`src/rtl/mem_block_copier_pkg.sv`:
```
// mem_block_copier_pkg: FSM state encoding and word stride shared by the block copier
package mem_block_copier_pkg;
  typedef enum logic [1:0] {IDLE = 2'd0, READ = 2'd1, WRITE = 2'd2, DONE = 2'd3} state_t;
  localparam int STRIDE = 4;
endpackage

```
`src/rtl/mem_block_copier.sv`:
```
// mem_block_copier: DMA word copier; in: clk reset start src_adr dst_adr count memdata; out: busy done memwrite adr writedata
module mem_block_copier
  import mem_block_copier_pkg::*;
#(
  parameter int WIDTH = 32,
  parameter int CNT_W = 16
) (
  input  logic             clk,
  input  logic             reset,
  input  logic             start,
  input  logic [WIDTH-1:0] src_adr,
  input  logic [WIDTH-1:0] dst_adr,
  input  logic [CNT_W-1:0] count,
  output logic             busy,
  output logic             done,
  output logic             memwrite,
  output logic [WIDTH-1:0] adr,
  output logic [WIDTH-1:0] writedata,
  input  logic [WIDTH-1:0] memdata
);
  localparam logic [WIDTH-1:0] STEP = WIDTH'(STRIDE);
  state_t state;
  logic [WIDTH-1:0] src_ptr, dst_ptr, data_reg, src_al, dst_al;
  logic [CNT_W-1:0] remaining;
  logic last;
  assign src_al = src_adr & ~WIDTH'(3);
  assign dst_al = dst_adr & ~WIDTH'(3);
  assign last = remaining == CNT_W'(1);
  assign writedata = data_reg;
  always_ff @(posedge clk) begin
    if (reset) begin
      state <= IDLE;
      src_ptr <= '0;
      dst_ptr <= '0;
      remaining <= '0;
      data_reg <= '0;
      busy <= 1'b0;
      done <= 1'b0;
      memwrite <= 1'b0;
      adr <= '0;
    end else begin
      case (state)
        IDLE: if (start) begin
          src_ptr <= src_al;
          dst_ptr <= dst_al;
          remaining <= count;
          state <= |count ? READ : DONE;
          busy <= |count;
          done <= ~|count;
          adr <= |count ? src_al : '0;
        end
        READ: begin
          data_reg <= memdata;
          state <= WRITE;
          adr <= dst_ptr;
          memwrite <= 1'b1;
        end
        WRITE: begin
          src_ptr <= src_ptr + STEP;
          dst_ptr <= dst_ptr + STEP;
          remaining <= remaining - CNT_W'(1);
          memwrite <= 1'b0;
          state <= last ? DONE : READ;
          busy <= ~last;
          done <= last;
          adr <= last ? '0 : src_ptr + STEP;
        end
        DONE: begin
          done <= 1'b0;
          state <= IDLE;
        end
      endcase
    end
  end
endmodule

```
`config.mk`:
```
export PLATFORM = sky130hd
export DESIGN_NAME = mem_block_copier
export DESIGN_NICKNAME = d
export VERILOG_FILES = /design/src/rtl/mem_block_copier_pkg.sv /design/src/rtl/mem_block_copier.sv
export SDC_FILE = /design/constraint.sdc
export NUM_CORES = 1
export LEC_CHECK = 0
export ABC_AREA = 1
export BUFFER_PORTS_ARGS = -buffer_cell sky130_fd_sc_hd__buf_4
export CAP_MARGIN = 15
export CELL_PAD_IN_SITES_DETAIL_PLACEMENT = 1
export CELL_PAD_IN_SITES_GLOBAL_PLACEMENT = 2
export CORE_MARGIN = 2
export CORE_UTILIZATION = 31
export CTS_BUF_LIST = sky130_fd_sc_hd__clkbuf_16
export DETAILED_ROUTE_END_ITERATION = 8
export PLACE_DENSITY = 0.92
export SKIP_LAST_GASP = 1
export SLEW_MARGIN = 20
export SYNTH_ARGS = -nofsm -noshare
export SYNTH_HDL_FRONTEND = slang
export SYNTH_SLANG_ARGS = --single-unit
```
`constraint.sdc`:
```
create_clock -name clk -period 4.6 [get_ports clk]
set_input_delay 0.92 -clock clk [delete_from_list [all_inputs] [get_ports clk]]
set_output_delay 0.92 -clock clk [all_outputs]
set_load 0.02 [all_outputs]
```
==> metrics.md, run 1 <==
| Metric | Value |
|---|---|
| Setup Skew | 11.3 ps |
| Slew headroom | 0.319 |
| Worst Reg2Reg Path Length in Cells | 8 |
| WL/cell | 16.8 microns |
| Skew-Pair Late Insertion Delay | 440 ps |
| Crit-path max cell delay | 580 ps |
| Fin. Hold Viols | 0 |
| Pwr dens | 343 mW/mm^2 |
| Critical Path, Cell by Cell | inv_1 -> ha_4 -> inv_2 -> o21ai_4 -> inv_2 -> buf_4 -> a21oi_1 -> a221oi_1 |
| Final Setup Violations | 0 |
| TritonCTS buffer count | 17 |
| Fill cell count | 3675 |
| Clk root buf | clkbuf_16 |
| Area Growth Syn to Fin | 24.8% |
| RSZ-0062 raised after global routing | false |
| CTS sink cnt | 144 |
| Layout cell share with drive strength beyond 1 | 0.168 |
| Post-cts gate resize count | 0 |
| Core Footprint | 0.0276 sq mm |
| Setup Buffers After CTS | 0 |
| I/O pin total | 182 |
| Synthesized cell area | 0.00866 sq mm |
| Peak supply drop | 0.211 mV |
| GRT Util Overall | 0.226 |
| Fmax | 342 MHz |
| Number of diodes | 0 |
| Mapped Cells | 1416 |
| Hold Crit Class | register to register |
| Die ar. | 0.0293 sq mm |
| Worst EP arrival | 3240 ps |
| GRT overflow | 0 |
| Max-slew violations | 0 |
| Cell mode on critical path | inv_2 |
| Fin nets | 1670 |
| First-pass GRT wire length | 52600 microns |
| Register area share after synthesis | 0.333 |
| Critical setup path kind | register to register |
| Routed wire length | 32600 microns |
| Leak | 4.39 nW |
| Hold Path Stages | 2 |
| Critical-path top delay cell | inv_2 |
| Dpl cells | 1906 |
| Synth Flop Type | dfxtp_1 |
| Setup TNS Final | 0 ps |
| Total number of vias | 9767 |
| TritonCTS clock tree | yes |
| DRT Pass-1 Iters | 5 |
| Worst setup EP type | register |
| FF+latch count, synth | 144 |
| Status | finished, final reports clean |
| CP Launch Type | register |
| Synth unique cells | 46 |
| Die Ht | 171 microns |
| R2R setup slack | 1670 ps |
| Final min period | 2930 ps |
| Clk buf depth | 2 |
| Synth area leaders | dfxtp_1, nand2_1, a21oi_1 |
| Placer congestion estimate | 0.890 |
| Drt initial violations | 498 |
| Die Width | 171 microns |
| Largest area contributor in the netlist | dfxtp_1 |
| Vias in the first global route | 10028 |
| Final Cycle Share | 0.636 |
| Syn nets | 1539 |
| CTS H-tree depth | 4 |
| Clk slew on worst S/H paths | 70 ps |
| Avg Cell Area, Syn | 6.12 sq um |
| Initial Utilization | 0.314 |
| DPL Wire Length | 23600 microns |
| Drt drc | 0 |
| Yosys warning total | 0 |
| Cts hold-fix bufs | 0 |
| Max Cap Viol | 0 |
| Non-filler cells, final | 1936 |
| Ys async rst share | 0 |
| Row count | 61 |
| Req. time, crit path | 4920 ps |
| Port bufs | 177 |
| Crit Path Max Fanout | 39 |
| Largest net degree at the start of global routing | 83 |
| Top cell type's share of synthesized area | 0.333 |
| Slew @ Worst Pin | 1020 ps |
| Util after Layout | 0.391 |
| Antenna Nets Post-Route | 0 |
| Initial antenna violation count | 0 |
| Post-synth EDFFs | 0 |
| Drt via density | 5.04 |
## per-layer routing
layer	vias to the layer above	share of wire	wire length (microns)	track usage
li1	4835	-	-	-
met1	4668	0.47	15300	0.300
met2	225	0.45	14700	0.364
met3	39	0.060	1940	0.0550
met4	0	0.020	656	0.0667
met5	-	0	0	0
## registers in the layout (all words and copies together) (netlist names), 2 cells and up
register	count
writedata	32
src_ptr	30
dst_ptr	30
adr	31
state	2
remaining	16
## kinds of logic (layout without fill, tap and decap cells)
kind of cell             after synthesis  after routing  share of synthesized area
buffers and inverters                150            292                     0.0729
AO/OA/AOI/OAI                        322            322                      0.197
flip-flops                           144            144                      0.333
adder cells (fa/ha/maj)                8              8                     0.0116
XOR/XNOR                              19             19                     0.0209
AND/OR/NAND/NOR                      773            773                      0.365
## per-stage QoR
| stage | setup slack [ps] | cell area (sq um) | total power [mW] | hold WS (ps) |
|---|---|---|---|---|
| after floorplan | 2730 | 8660 | 1.96 | 453 |
| final | 1670 | 10800 | 3.70 | 463 |
| after global placement | 1820 | 10200 | 2.27 | 453 |
| after global routing | 1400 | 10800 | 3.89 | 489 |
| after CTS | 1640 | 10800 | 3.74 | 468 |
| after detailed placement | 1690 | 10200 | 2.29 | 458 |
## worst paths after layout
check,start,end
worst max-delay path,state[0]$_SDFFE_PP0P_,dst_ptr[8]$_SDFFE_PP0P_
worst min-delay path,adr[22]$_SDFFE_PP0P_,adr[22]$_SDFFE_PP0P_
worst max register to register,state[0]$_SDFFE_PP0P_,dst_ptr[8]$_SDFFE_PP0P_
worst min register to register,adr[22]$_SDFFE_PP0P_,adr[22]$_SDFFE_PP0P_
## Yosys cell counts, types with 7 or more instances
| cell | number |
|---|---|
| nand2_1 | 430 |
| nor2_1 | 238 |
| a21oi_1 | 183 |
| dfxtp_1 | 144 |
| o21ai_0 | 105 |
| inv_1 | 66 |
| nand3_1 | 49 |
| clkbuf_1 | 47 |
| buf_2 | 17 |
| nand3b_1 | 14 |
| xor2_1 | 11 |
| ha_1 | 8 |
| nor2_2 | 8 |
| a31oi_1 | 7 |
| nand2_2 | 7 |
| nor3_1 | 7 |
| o211ai_1 | 7 |
## cells in the final DEF (no fill, tap or decap), drive strengths merged, types with 8 or more instances in the layout
master / netlist / routed
clkbuf: 47 / 17
inv: 73 / 77
nand3: 50 / 50
nand3b: 14 / 14
xor2: 13 / 13
nand2: 438 / 438
nor3: 10 / 10
dfxtp: 144 / 144
buf: 29 / 188
ha: 8 / 8
nor2: 252 / 252
o21ai: 112 / 112
a21oi: 186 / 186
## report_power, final
part,switching [mW],total [mW],internal (mW)
Clock,0.590,1.44,0.849
Sequential,0.112,1.47,1.36
Combinational,0.495,0.794,0.299
## worst max-delay path: cells and delay by family, from the launching register on
family | cells | cell delay [ps]
AOI/OAI and AO/OA | 3 | 510
DFF | 1 | 400
buffers and inverters | 4 | 1600
adders and majority gates | 1 | 270
## cell type report
class / count / area, sq um / share of cell area
repair buffers: 188 / 1420 / 0.132
inverters: 74 / 280 / 0.0259
clock inverters: 13 / 164 / 0.0152
multi-input cells: 1122 / 5160 / 0.478
clock buffers: 17 / 425 / 0.0393
well taps: 378 / 473 / 0.0437
flip-flops and latches: 144 / 2880 / 0.267
Power figures use the tool's default switching activity.
==> inputs of run 2 (changes only) <==
- ABC_AREA: 1 -> 0
- CORE_UTILIZATION: 31 -> 32
- PLACE_DENSITY: 0.92 -> 0.88
- clock period: 4.6 -> 2.7 ns (I/O delays scaled with it)
==> run 2 against run 1 <==
Net effect: non-clock buffer count is 33 higher; utilization is 2.7 points higher; die area is 5.4% lower; largest power group is now combinational logic; critical path type unchanged.
==> metrics.md, run 2 <==
| Metric | Value |
|---|---|
| R2R setup slack | 320 ps (-1350 ps) |
| Port bufs | 177 (unchanged) |
| Max Cap Viol | 0 (unchanged) |
| Yosys warning total | 0 (unchanged) |
| FF+latch count, synth | 144 (unchanged) |
| Top cell types by occurrence after synthesis | dfxtp_1, nor2_1, a21oi_1 |
| Die Width | 166 microns (-2.7%) |
| Hold Crit Class | primary input to register |
| Worst setup endpoint | dst_ptr[16]$_SDFFE_PP0P_ |
| GRT met3 Usage | 0.0456 (-0.00937) |
| CTS sink cnt | 144 (unchanged) |
| Worst Reg2Reg Path Length in Cells | 8 (unchanged) |
| Routed wire length | 33600 microns (+3.1%) |
| Clk buf depth | 2 (unchanged) |
| Drt via density | 5.88 (+16%) |
| Slew @ Worst Pin | 822 ps (-199 ps) |
| Cell area after layout | 0.0109 sq mm (+0.44%) |
| Critical setup path kind | register to register |
| TritonCTS buffer count | 17 (unchanged) |
| Register area share after synthesis | 0.341 (+0.00848) |
| Synth unique cells | 74 (+61%) |
| Cell mode on critical path | buf_4 |
| Post-synth EDFFs | 0 (unchanged) |
| RSZ-0062 raised after global routing | false |
| Initial Utilization | 0.325 (+0.0116) |
| Initial antenna violation count | 0 (unchanged) |
| Total number of vias | 9227 (-5.5%) |
| Max FFs per register | 32 (unchanged) |
| Antenna Nets Post-Route | 0 (unchanged) |
| Most Crowded Layer GR | met2 |
| Setup Buffers After CTS | 0 (unchanged) |
| Status | finished, final reports clean |
| Layout cell share with drive strength beyond 1 | 0.236 (+0.0689) |
| Die Ht | 166 microns (-2.7%) |
| Core Footprint | 0.0260 sq mm (-6.0%) |
| Setup Skew | 9.58 ps (-1.75 ps) |
| Min-delay src | memdata[2] |
| CP Launch Type | register |
| Fin. Hold Viols | 0 (unchanged) |
| Util after Layout | 0.418 (+0.0266) |
| Commonest non-fill, non-tap cells in the layout | buf_4, dfxtp_1, nor2_1 |
| Crit Path Max Fanout | 39 (unchanged) |
| TritonCTS clock tree | yes |
| WL/cell | 21.4 microns (+27%) |
| Clk root buf | clkbuf_16 |
| Mapped Cells | 1075 (-24%) |
| Met1 Usage GRT | 0.308 (+0.00819) |
| GRT overflow | 0 (unchanged) |
| Leak | 4.14 nW (-5.6%) |
| Die ar. | 0.0277 sq mm (-5.4%) |
| Synthesized cell area | 0.00845 sq mm (-2.5%) |
| Cts hold-fix bufs | 0 (unchanged) |
| Post-cts gate resize count | 0 (unchanged) |
| Largest net degree at the start of global routing | 106 (+28%) |
| Final min period | 2380 ps (-546 ps) |
| Number of diodes | 0 (unchanged) |
| Fmax | 420 MHz (+23%) |
| Largest area contributor in the netlist | dfxtp_1 |
| Slew headroom | 0.452 (+0.132) |
| Fill cell count | 3134 (-15%) |
| Syn nets | 1198 (-22%) |
| Ys async rst share | 0 (unchanged) |
| Critical-path top delay cell | mux2_2 |
| DRT Pass-1 Iters | 5 (unchanged) |
| Commonest non-fill, non-tap cell in the layout | buf_4 |
| Vias in the first global route | 9561 (-4.7%) |
| Max-slew violations | 0 (unchanged) |
| Most frequent cell after synthesis | dfxtp_1 |
| Worst Setup SP | state[0]$_SDFFE_PP0P_ |
| Final Cycle Share | 0.882 (+0.246) |
| RR Startpoint | state[0]$_SDFFE_PP0P_ |
| Reg-to-Reg End | dst_ptr[16]$_SDFFE_PP0P_ |
| Skew-Pair Late Insertion Delay | 440 ps (about the same) |
| Clk slew on worst S/H paths | 70 ps (about the same) |
| Worst setup EP type | register |
| Avg Cell Area, Syn | 7.86 sq um (+28%) |
| CTS H-tree depth | 4 (unchanged) |
| Synth area leaders | dfxtp_1, a21oi_1, nor2_1 |
| Fin nets | 1345 (-19%) |
| Setup TNS Final | 0 ps (unchanged) |
| Area Growth Syn to Fin | 28.6% |
| Pwr dens | 1100 mW/mm^2 (+220%) |
| Top cell type's share of synthesized area | 0.341 (+0.00848) |
| First-pass GRT wire length | 53400 microns (+1.5%) |
| Placer congestion estimate | 0.823 (-7.6%) |
| Synth Flop Type | dfxtp_1 |
| Row count | 59 (-3.3%) |
| Worst EP arrival | 2680 ps (-560 ps) |
| Placed Area | 0.0103 sq mm (+0.38%) |
| Critical Path, Cell by Cell | inv_1 -> ha_1 -> buf_4 -> mux2_2 -> buf_12 -> nand2_1 -> buf_4 -> o32ai_1 |
| Met2 usage | 0.405 (+0.0407) |
| GRT Util Overall | 0.240 (+0.0136) |
| DPL Wire Length | 23400 microns (-0.54%) |
| Req. time, crit path | 3000 ps (-1920 ps) |
| Drt drc | 0 (unchanged) |
| Crit-path max cell delay | 510 ps (-70 ps) |
| Peak supply drop | 0.430 mV (+100%) |
| Final Setup Violations | 0 (unchanged) |
| I/O pin total | 182 (unchanged) |
| Drt initial violations | 613 (+23%) |
run 2: cell families after synthesis:
logic type,synth area share
xor+xnor,0.0187
buf+inv,0.0589
mux,0.0554
flops,0.341
fa+ha+maj,0.0118
simple gates,0.254
compound gates,0.260
run 2: area by class of cell:
class	instances	area (sq um)	area share
Clock buffer	17	425	0.0392
Clock inverter	15	173	0.0159
Inverter	29	109	0.0100
Multi-Input combinational cell	809	5100	0.470
Sequential cell	144	2880	0.265
Tap cell	335	419	0.0386
Timing Repair Buffer	221	1750	0.161
run 2: routing by layer:
| metal | share of wire | wire length [microns] |
|---|---|---|
| met5 | 0 | 0 |
| met4 | 0.021 | 705 |
| met3 | 0.058 | 1950 |
| met2 | 0.48 | 16000 |
| met1 | 0.44 | 14900 |
run 2: worst min path at each step:
| stage | endpoint | slack, ps | depth (start not counted) |
|---|---|---|---|
| detailed placement | busy$_SDFFE_PP0P_ | 450 | 2 |
| CTS | writedata[4]$_SDFFE_PP0N_ | 320 | 3 |
| global route | writedata[0]$_SDFFE_PP0N_ | 340 | 3 |
| finish | writedata[2]$_SDFFE_PP0N_ | 330 | 3 |
| floorplan | remaining[11]$_SDFFE_PP0P_ | 450 | 2 |
| global placement | busy$_SDFFE_PP0P_ | 440 | 2 |
run 2: report_power, final:
| group | switching (mW) | internal [mW] |
|---|---|---|
| Combinational | 3.60 | 2.30 |
| Clock | 1.11 | 1.39 |
| Sequential | 0.780 | 2.80 |
| Total | 5.49 | 6.49 |
run 2: worst max-delay path, delay by kind of cell (launching register included):
family | cells | cell delay [ps]
compound gates | 1 | 110
fa+ha+maj | 1 | 250
buf+inv | 4 | 870
flops | 1 | 340
mux | 1 | 510
simple gates | 1 | 140
run 2: through the flow:
stage	cells	power, mW	setup WS, ps	hold WS (ps)
finish	1570	12.0	319	330
global route	1570	12.7	85.3	340
CTS	1570	12.0	319	321
detailed placement	1538	9.47	334	449
global placement	1538	9.29	402	444
floorplan	1075	7.08	535	454
